`config.mk`:
```
export PLATFORM = sky130hd
export DESIGN_NAME = qspi_flash_responder
export DESIGN_NICKNAME = d
export VERILOG_FILES = /design/src/rtl/qspi_flash_responder.sv
export SDC_FILE = /design/constraint.sdc
export NUM_CORES = 2
export LEC_CHECK = 0
export BUFFER_PORTS_ARGS = -buffer_cell sky130_fd_sc_hd__buf_2
export CORE_MARGIN = 5
export CORE_UTILIZATION = 35
export DETAILED_ROUTE_END_ITERATION = 12
export PLACE_DENSITY = 0.6
export SLEW_MARGIN = 20
export SYNTH_ARGS = -nofsm -noshare
export SYNTH_HDL_FRONTEND = slang
export SYNTH_SLANG_ARGS = --single-unit
export TNS_END_PERCENT = 5
```
`constraint.sdc`:
```
create_clock -name I_clk -period 6.7 [get_ports I_clk]
set_clock_uncertainty 0.1 [all_clocks]
set_input_delay 1.675 -clock I_clk [delete_from_list [all_inputs] [get_ports I_clk]]
set_output_delay 1.675 -clock I_clk [all_outputs]
set_load 0.005 [all_outputs]
```
`src/rtl/qspi_flash_responder.sv`:
```
// ============================================================================
// Module   : qspi_flash_responder
// Purpose  : Behavioural SPI NOR-flash responder (256-byte array, status/ID).
// Revision : 1.0 - initial release
// ============================================================================
`default_nettype none

module qspi_flash_responder #(
   parameter logic [7:0] P_MFR_ID      = 8'hEF,
   parameter logic [7:0] P_DEV_ID      = 8'h16,
   parameter int         P_BUSY_CYCLES = 64
) (
   input  logic       I_clk,
   input  logic       I_rst_n,
   input  logic       I_qspi_clk,
   input  logic       I_qspi_cs,
   input  logic       I_qspi_mosi,
   output logic       O_qspi_miso,
   output logic       O_busy,
   output logic       O_wel,
   output logic [2:0] O_resp_state
);

   typedef enum logic [2:0] {
      ST_IDLE   = 3'd0,
      ST_CMD    = 3'd1,
      ST_ADDR   = 3'd2,
      ST_DOUT   = 3'd3,
      ST_DIN    = 3'd4,
      ST_IGNORE = 3'd5
   } state_t;

   localparam int c_cnt_w = $clog2(P_BUSY_CYCLES + 1);

   state_t               r_state, w_state_nxt;
   logic [2:0]           r_sck_s, r_cs_s;
   logic [1:0]           r_mosi_s;
   logic [6:0]           r_shift_in;
   logic [4:0]           r_bit_cnt;
   logic [7:0]           r_opcode, r_addr, r_shift_out;
   logic [2:0]           r_out_cnt;
   logic                 r_miso, r_wr_en, r_wrote, r_extra, r_busy, r_wel;
   logic [c_cnt_w-1:0]   r_busy_cnt;
   logic [7:0]           w_mem_rd [256];
   logic [7:0]           w_byte, w_load_op, w_load_addr, w_load_byte;
   logic                 w_sck_rise, w_sck_fall, w_cs_rise, w_cs_fall;
   logic                 w_enter_dout, w_mem_we, w_erase, w_prog_done, w_wel_cmd;

   // [1] is the synchronized sample, [2] the previous one for edge detection
   always_ff @(posedge I_clk or negedge I_rst_n) begin
      if (!I_rst_n) begin
         r_sck_s  <= '0;
         r_cs_s   <= '0;
         r_mosi_s <= '0;
      end else begin
         r_sck_s  <= {r_sck_s[1:0], I_qspi_clk};
         r_cs_s   <= {r_cs_s[1:0], I_qspi_cs};
         r_mosi_s <= {r_mosi_s[0], I_qspi_mosi};
      end
   end

   assign w_sck_rise = r_sck_s[1] & ~r_sck_s[2];
   assign w_sck_fall = ~r_sck_s[1] & r_sck_s[2];
   assign w_cs_rise  = r_cs_s[1] & ~r_cs_s[2];
   assign w_cs_fall  = ~r_cs_s[1] & r_cs_s[2];
   assign w_byte     = {r_shift_in, r_mosi_s[1]};

   always_ff @(posedge I_clk or negedge I_rst_n) begin
      if (!I_rst_n) r_state <= ST_IDLE;
      else          r_state <= w_state_nxt;
   end

   always_comb begin
      w_state_nxt = r_state;
      if (w_cs_rise) begin
         w_state_nxt = ST_IDLE;
      end else begin
         case (r_state)
            ST_IDLE: if (w_cs_fall) w_state_nxt = ST_CMD;
            ST_CMD: begin
               if (w_sck_rise && r_bit_cnt == 5'd7) begin
                  if (r_busy) begin
                     w_state_nxt = (w_byte == 8'h05) ? ST_DOUT : ST_IGNORE;
                  end else begin
                     case (w_byte)
                        8'h05:                      w_state_nxt = ST_DOUT;
                        8'h90, 8'h03, 8'h02, 8'h20: w_state_nxt = ST_ADDR;
                        default:                    w_state_nxt = ST_IGNORE;
                     endcase
                  end
               end
            end
            ST_ADDR: begin
               if (w_sck_rise && r_bit_cnt == 5'd23) begin
                  case (r_opcode)
                     8'h90, 8'h03: w_state_nxt = ST_DOUT;
                     8'h02:        w_state_nxt = ST_DIN;
                     default:      w_state_nxt = ST_IGNORE;
                  endcase
               end
            end
            default: w_state_nxt = r_state;
         endcase
      end
   end

   assign w_enter_dout = (w_state_nxt == ST_DOUT) && (r_state != ST_DOUT);
   assign w_load_op    = (r_state == ST_CMD) ? w_byte : r_opcode;
   assign w_load_addr  = (r_state == ST_ADDR) ? w_byte : r_addr + 8'd1;

   always_comb begin
      w_load_byte = w_mem_rd[w_load_addr];
      case (w_load_op)
         8'h05:   w_load_byte = {6'b0, r_wel, r_busy};
         8'h90:   w_load_byte = w_load_addr[0] ? P_DEV_ID : P_MFR_ID;
         default: w_load_byte = w_mem_rd[w_load_addr];
      endcase
   end

   always_ff @(posedge I_clk or negedge I_rst_n) begin
      if (!I_rst_n) begin
         r_shift_in  <= '0;
         r_bit_cnt   <= '0;
         r_opcode    <= '0;
         r_addr      <= '0;
         r_shift_out <= '0;
         r_out_cnt   <= '0;
         r_miso      <= 1'b0;
         r_wr_en     <= 1'b0;
         r_wrote     <= 1'b0;
         r_extra     <= 1'b0;
      end else begin
         if (r_state != ST_DOUT) r_miso <= 1'b0;
         if (w_cs_rise || w_cs_fall) begin
            r_shift_in <= '0;
            r_bit_cnt  <= '0;
            r_out_cnt  <= '0;
            r_wrote    <= 1'b0;
            r_extra    <= 1'b0;
         end else begin
            if (w_sck_rise) begin
               r_shift_in <= w_byte[6:0];
               case (r_state)
                  ST_CMD: begin
                     if (r_bit_cnt == 5'd7) begin
                        r_bit_cnt <= '0;
                        // a suppressed opcode while busy must not act at CS rise
                        r_opcode  <= (r_busy && w_byte != 8'h05) ? 8'h00 : w_byte;
                        r_wr_en   <= r_wel && !r_busy;
                     end else begin
                        r_bit_cnt <= r_bit_cnt + 5'd1;
                     end
                  end
                  ST_ADDR: begin
                     if (r_bit_cnt == 5'd23) begin
                        r_bit_cnt <= '0;
                        r_addr    <= w_byte;
                     end else begin
                        r_bit_cnt <= r_bit_cnt + 5'd1;
                     end
                  end
                  ST_DIN: begin
                     if (r_bit_cnt == 5'd7) begin
                        r_bit_cnt <= '0;
                        r_addr    <= r_addr + 8'd1;
                        if (r_wr_en) r_wrote <= 1'b1;
                     end else begin
                        r_bit_cnt <= r_bit_cnt + 5'd1;
                     end
                  end
                  ST_IGNORE: r_extra <= 1'b1;
                  default: r_extra <= r_extra;
               endcase
            end
            if (w_enter_dout) begin
               r_shift_out <= w_load_byte;
               r_out_cnt   <= '0;
            end else if (r_state == ST_DOUT && w_sck_fall) begin
               r_miso    <= r_shift_out[7];
               r_out_cnt <= r_out_cnt + 3'd1;
               if (r_out_cnt == 3'd7) begin
                  r_shift_out <= w_load_byte;
                  r_addr      <= w_load_addr;
               end else begin
                  r_shift_out <= {r_shift_out[6:0], 1'b0};
               end
            end
         end
      end
   end

   assign w_mem_we    = w_sck_rise && !w_cs_rise && !w_cs_fall && r_state == ST_DIN
                        && r_bit_cnt == 5'd7 && r_wr_en;
   assign w_erase     = w_cs_rise && r_state == ST_IGNORE && r_opcode == 8'h20
                        && r_wel && !r_busy;
   assign w_prog_done = w_cs_rise && r_state == ST_DIN && r_wrote;
   assign w_wel_cmd   = w_cs_rise && r_state == ST_IGNORE && !r_extra;

   always_ff @(posedge I_clk or negedge I_rst_n) begin
      if (!I_rst_n) begin
         r_busy     <= 1'b0;
         r_wel      <= 1'b0;
         r_busy_cnt <= '0;
      end else if (w_erase || w_prog_done) begin
         r_busy     <= 1'b1;
         r_busy_cnt <= c_cnt_w'(P_BUSY_CYCLES - 1);
      end else if (r_busy) begin
         if (r_busy_cnt == '0) begin
            r_busy <= 1'b0;
            r_wel  <= 1'b0;
         end else begin
            r_busy_cnt <= r_busy_cnt - 1'b1;
         end
      end else if (w_wel_cmd) begin
         if (r_opcode == 8'h06)      r_wel <= 1'b1;
         else if (r_opcode == 8'h04) r_wel <= 1'b0;
      end
   end

   // Array is deliberately left unreset; each byte owns its register
   genvar g;
   generate
      for (g = 0; g < 256; g++) begin : g_mem
         logic [7:0] r_byte;
         always_ff @(posedge I_clk) begin
            if (w_erase)
               r_byte <= 8'hFF;
            else if (w_mem_we && r_addr == 8'(g))
               r_byte <= r_byte & w_byte;
         end
         assign w_mem_rd[g] = r_byte;
      end
   endgenerate

   assign O_qspi_miso  = r_miso;
   assign O_busy       = r_busy;
   assign O_wel        = r_wel;
   assign O_resp_state = r_state;

endmodule

`default_nettype wire

```
==> run summary <==
Worst Hold Class: reg -> reg
Final TNS setup: 0 ps
CP max FO: 71
Num ports: 11
Final GP Congestion: 0.908
Most frequent cells in the layout: nand2_1, o21ai_0, dfxtp_1
P per Cell Area: 263 nW/um2
Syn nets: 11,101
CTS tree: done
Row count: 181
DR WL/cell: 23.0 um
Clk root buf: clkbuf_16
GR Util All Layers: 23.8%
Die width: 504 um
Post-CTS setup buffers: 0
Post-route DRC: 0
H-tree levels: 4
Number of global-route vias before repair: 74,112
Commonest non-fill, non-tap cell in the layout: nand2_1
Pin count of the biggest net entering global routing: 228
Clock-pin slew on the worst setup and hold paths: 70 ps
Pins Over Slew Limit: 0
Sw frac: 21.1%
MaxCap Viol Count: 0
Post-synth top area share: 47.9%
Yosys reg bits: 2,111
Setup violators final: 0
CTS Buffer Depth: 3
Initial core utilization: 35.2%
Router iterations before antenna repair: 6
Synth area leaders: dfxtp_1, nand2_1, o21ai_0
Number of port buffers: 10
Total power: 24,900 uW
Reg power frac: 50.6%
Hpwl dp: 172 mm
First-pass GRT wire length: 473 mm
Syn_area_per_cell: 7.72 um2
Resized cells post-CTS: 0
Data arrival, critical path: 6340 ps
Layout area overhead: 10.3%
Share of flip-flops with an asynchronous set or reset after synthesis: 2.98%
Final Hold Vio Count: 0
Startpoint types: register
Synth warnings: 0
Layout cells sized above 1: 6.73%
Post-DRT Antenna Nets: 0
Die footprint: 254,000 um2
Status: complete, no violations
RSZ-0062 raised after global routing: false
Sw power: 5240 uW
Slew headroom: 12.4%
Leading area contributor after synthesis: dfxtp_1
Starting DRT DRC Count: 10,389
Cts bufs inserted: 214
Post-synth EDFFs: 0
Critical Path RT: 7370 ps
Worst reg2reg path depth: 11
IR drop worst, VDD: 0.208 mV
Vias: 79,466
P_leak: 0.0442 uW
Power share of the clock group: 49.2%
Syn Inst Count: 11,085
Initial antenna violation count: 26
Worst skew pair latency: 900 ps
Hold Worst Slack: 251 ps
Cell variety after synth: 82
Post-placement cell count: 13,353
Combinational group share of total power: 0.2%
Drt total wl: 317 mm
Tightest Pin Transition: 1310 ps
Period Utilization, post-route: 84.6%
Cts hold-fix bufs: 0
P_int: 19,600 uW
Setup Crit Path Kind: reg -> reg
Final min period: 5670 ps
CP endpoint kind: register
Top_reg_cell synth: dfxtp_1
Via density: 5.77
Fin nets: 10,383
Die span in y: 504 um
Non-Filler Instances: 13,772
CTS Sinks: 2,111
Highest Clock Rate: 0.177 GHz
Seq/Total Area, Yosys: 49.8%
Cell area after synthesis: 85,500 um2
Hold path depth: 0
Area of the core: 243,000 um2
Remaining Overflow, GRT: 0
cells by family (layout without fill, tap and decap cells):
family,Yosys count,count (layout),synth area share [%]
XOR/XNOR,15,15,0.154
multiplexers,225,225,2.68
flip-flops,2111,2111,49.8
AND/OR/NAND/NOR,4681,4681,22.8
other,0,26,0
buffers and inverters,1158,617,5.56
adder cells (fa/ha/maj),11,11,0.161
AO/OA/AOI/OAI,2884,2884,18.9
worst paths after layout:
kind	end	from	slack, ps
setup / recovery	r_shift_out[1]	O_resp_state[1]	1030
hold / removal	r_cs_s[1]	r_cs_s[0]	250
setup reg to reg	r_shift_out[1]	O_resp_state[1]	1030
hold reg to reg	r_cs_s[1]	r_cs_s[0]	250
max in group asynchronous	r_shift_in[1]	I_rst_n	4810
min in group asynchronous	r_sck_s[0]	I_rst_n	650
worst max-delay path, cell delays in order, from the launching register on:
cell	delay (ps)
dfrtp_1	670
nor3b_4	840
mux2_8	680
nor2_4	910
buf_12	430
a32oi_1	160
nand3_1	100
a31oi_1	90
nor4_1	900
buf_4	270
nor4_1	50
o31a_1	290
flip-flops by register name, indices dropped and copies added, names as in the netlist:
register      flops
O_busy            1
O_qspi_miso       1
O_resp_state      3
O_wel             1
g_mem.r_byte   2048
r_addr            8
r_bit_cnt         5
r_busy_cnt        7
r_cs_s            3
r_extra           1
r_mosi_s          2
r_opcode          8
r_out_cnt         3
r_sck_s           3
r_shift_in        7
r_shift_out       8
r_wr_en           1
r_wrote           1
stage by stage:
step                setup slack (ps)  util (%)  area (um2)
finish                          1030      38.8       94400
CTS                             1230      38.8       94300
global route                     954      38.8       94300
floorplan                       3410         -       85500
global placement                1360      35.8       87100
detailed placement              1270      35.8       87100
area by class of cell:
type                    instances  area [um2]
diodes                         26        65.1
clock buffers                 328        6490
clock inverters                65         739
fillers                     24540      149000
inverters                      36         135
multi-input cells            7816       38500
flip-flops and latches       2111       42600
well taps                    3202        4010
repair buffers                188        1910
Yosys cell counts, drive strengths merged (16+ instances only):
| cell type | count |
|---|---|
| a21oi | 137 |
| a221oi | 83 |
| a22oi | 16 |
| a311oi | 30 |
| a31oi | 177 |
| a32oi | 92 |
| and2 | 79 |
| and3 | 43 |
| buf | 359 |
| clkbuf | 763 |
| dfrtp | 63 |
| dfxtp | 2048 |
| inv | 35 |
| mux2i | 214 |
| nand2 | 3603 |
| nand2b | 18 |
| nand3 | 563 |
| nand4 | 67 |
| nor2 | 56 |
| nor2b | 17 |
| nor3 | 38 |
| nor4 | 22 |
| o2111ai | 24 |
| o211ai | 49 |
| o21ai | 2121 |
| o22ai | 43 |
| or2 | 120 |
power by group through the flow:
stage / Combinational (uW) / Sequential [uW] / Clock (uW)
2_1_floorplan: 30.9 / 12800 / 0
3_3_place_gp: 54.6 / 12800 / 0
3_5_place_dp: 55.6 / 12800 / 0
4_1_cts: 55.9 / 12600 / 12400
5_1_grt: 60.2 / 12600 / 12900
6_report: 57.0 / 12600 / 12200
metal layers:
metal  GRT usage (%)  vias up  routed length (um)
met3            4.80      862               30900
met5               0        -                  26
met2            37.4     4145              140000
met1            31.3    38473              130000
met4            11.2        4               16000
li1                -    35982                   -
No activity file was read; power rests on OpenSTA's default activity.
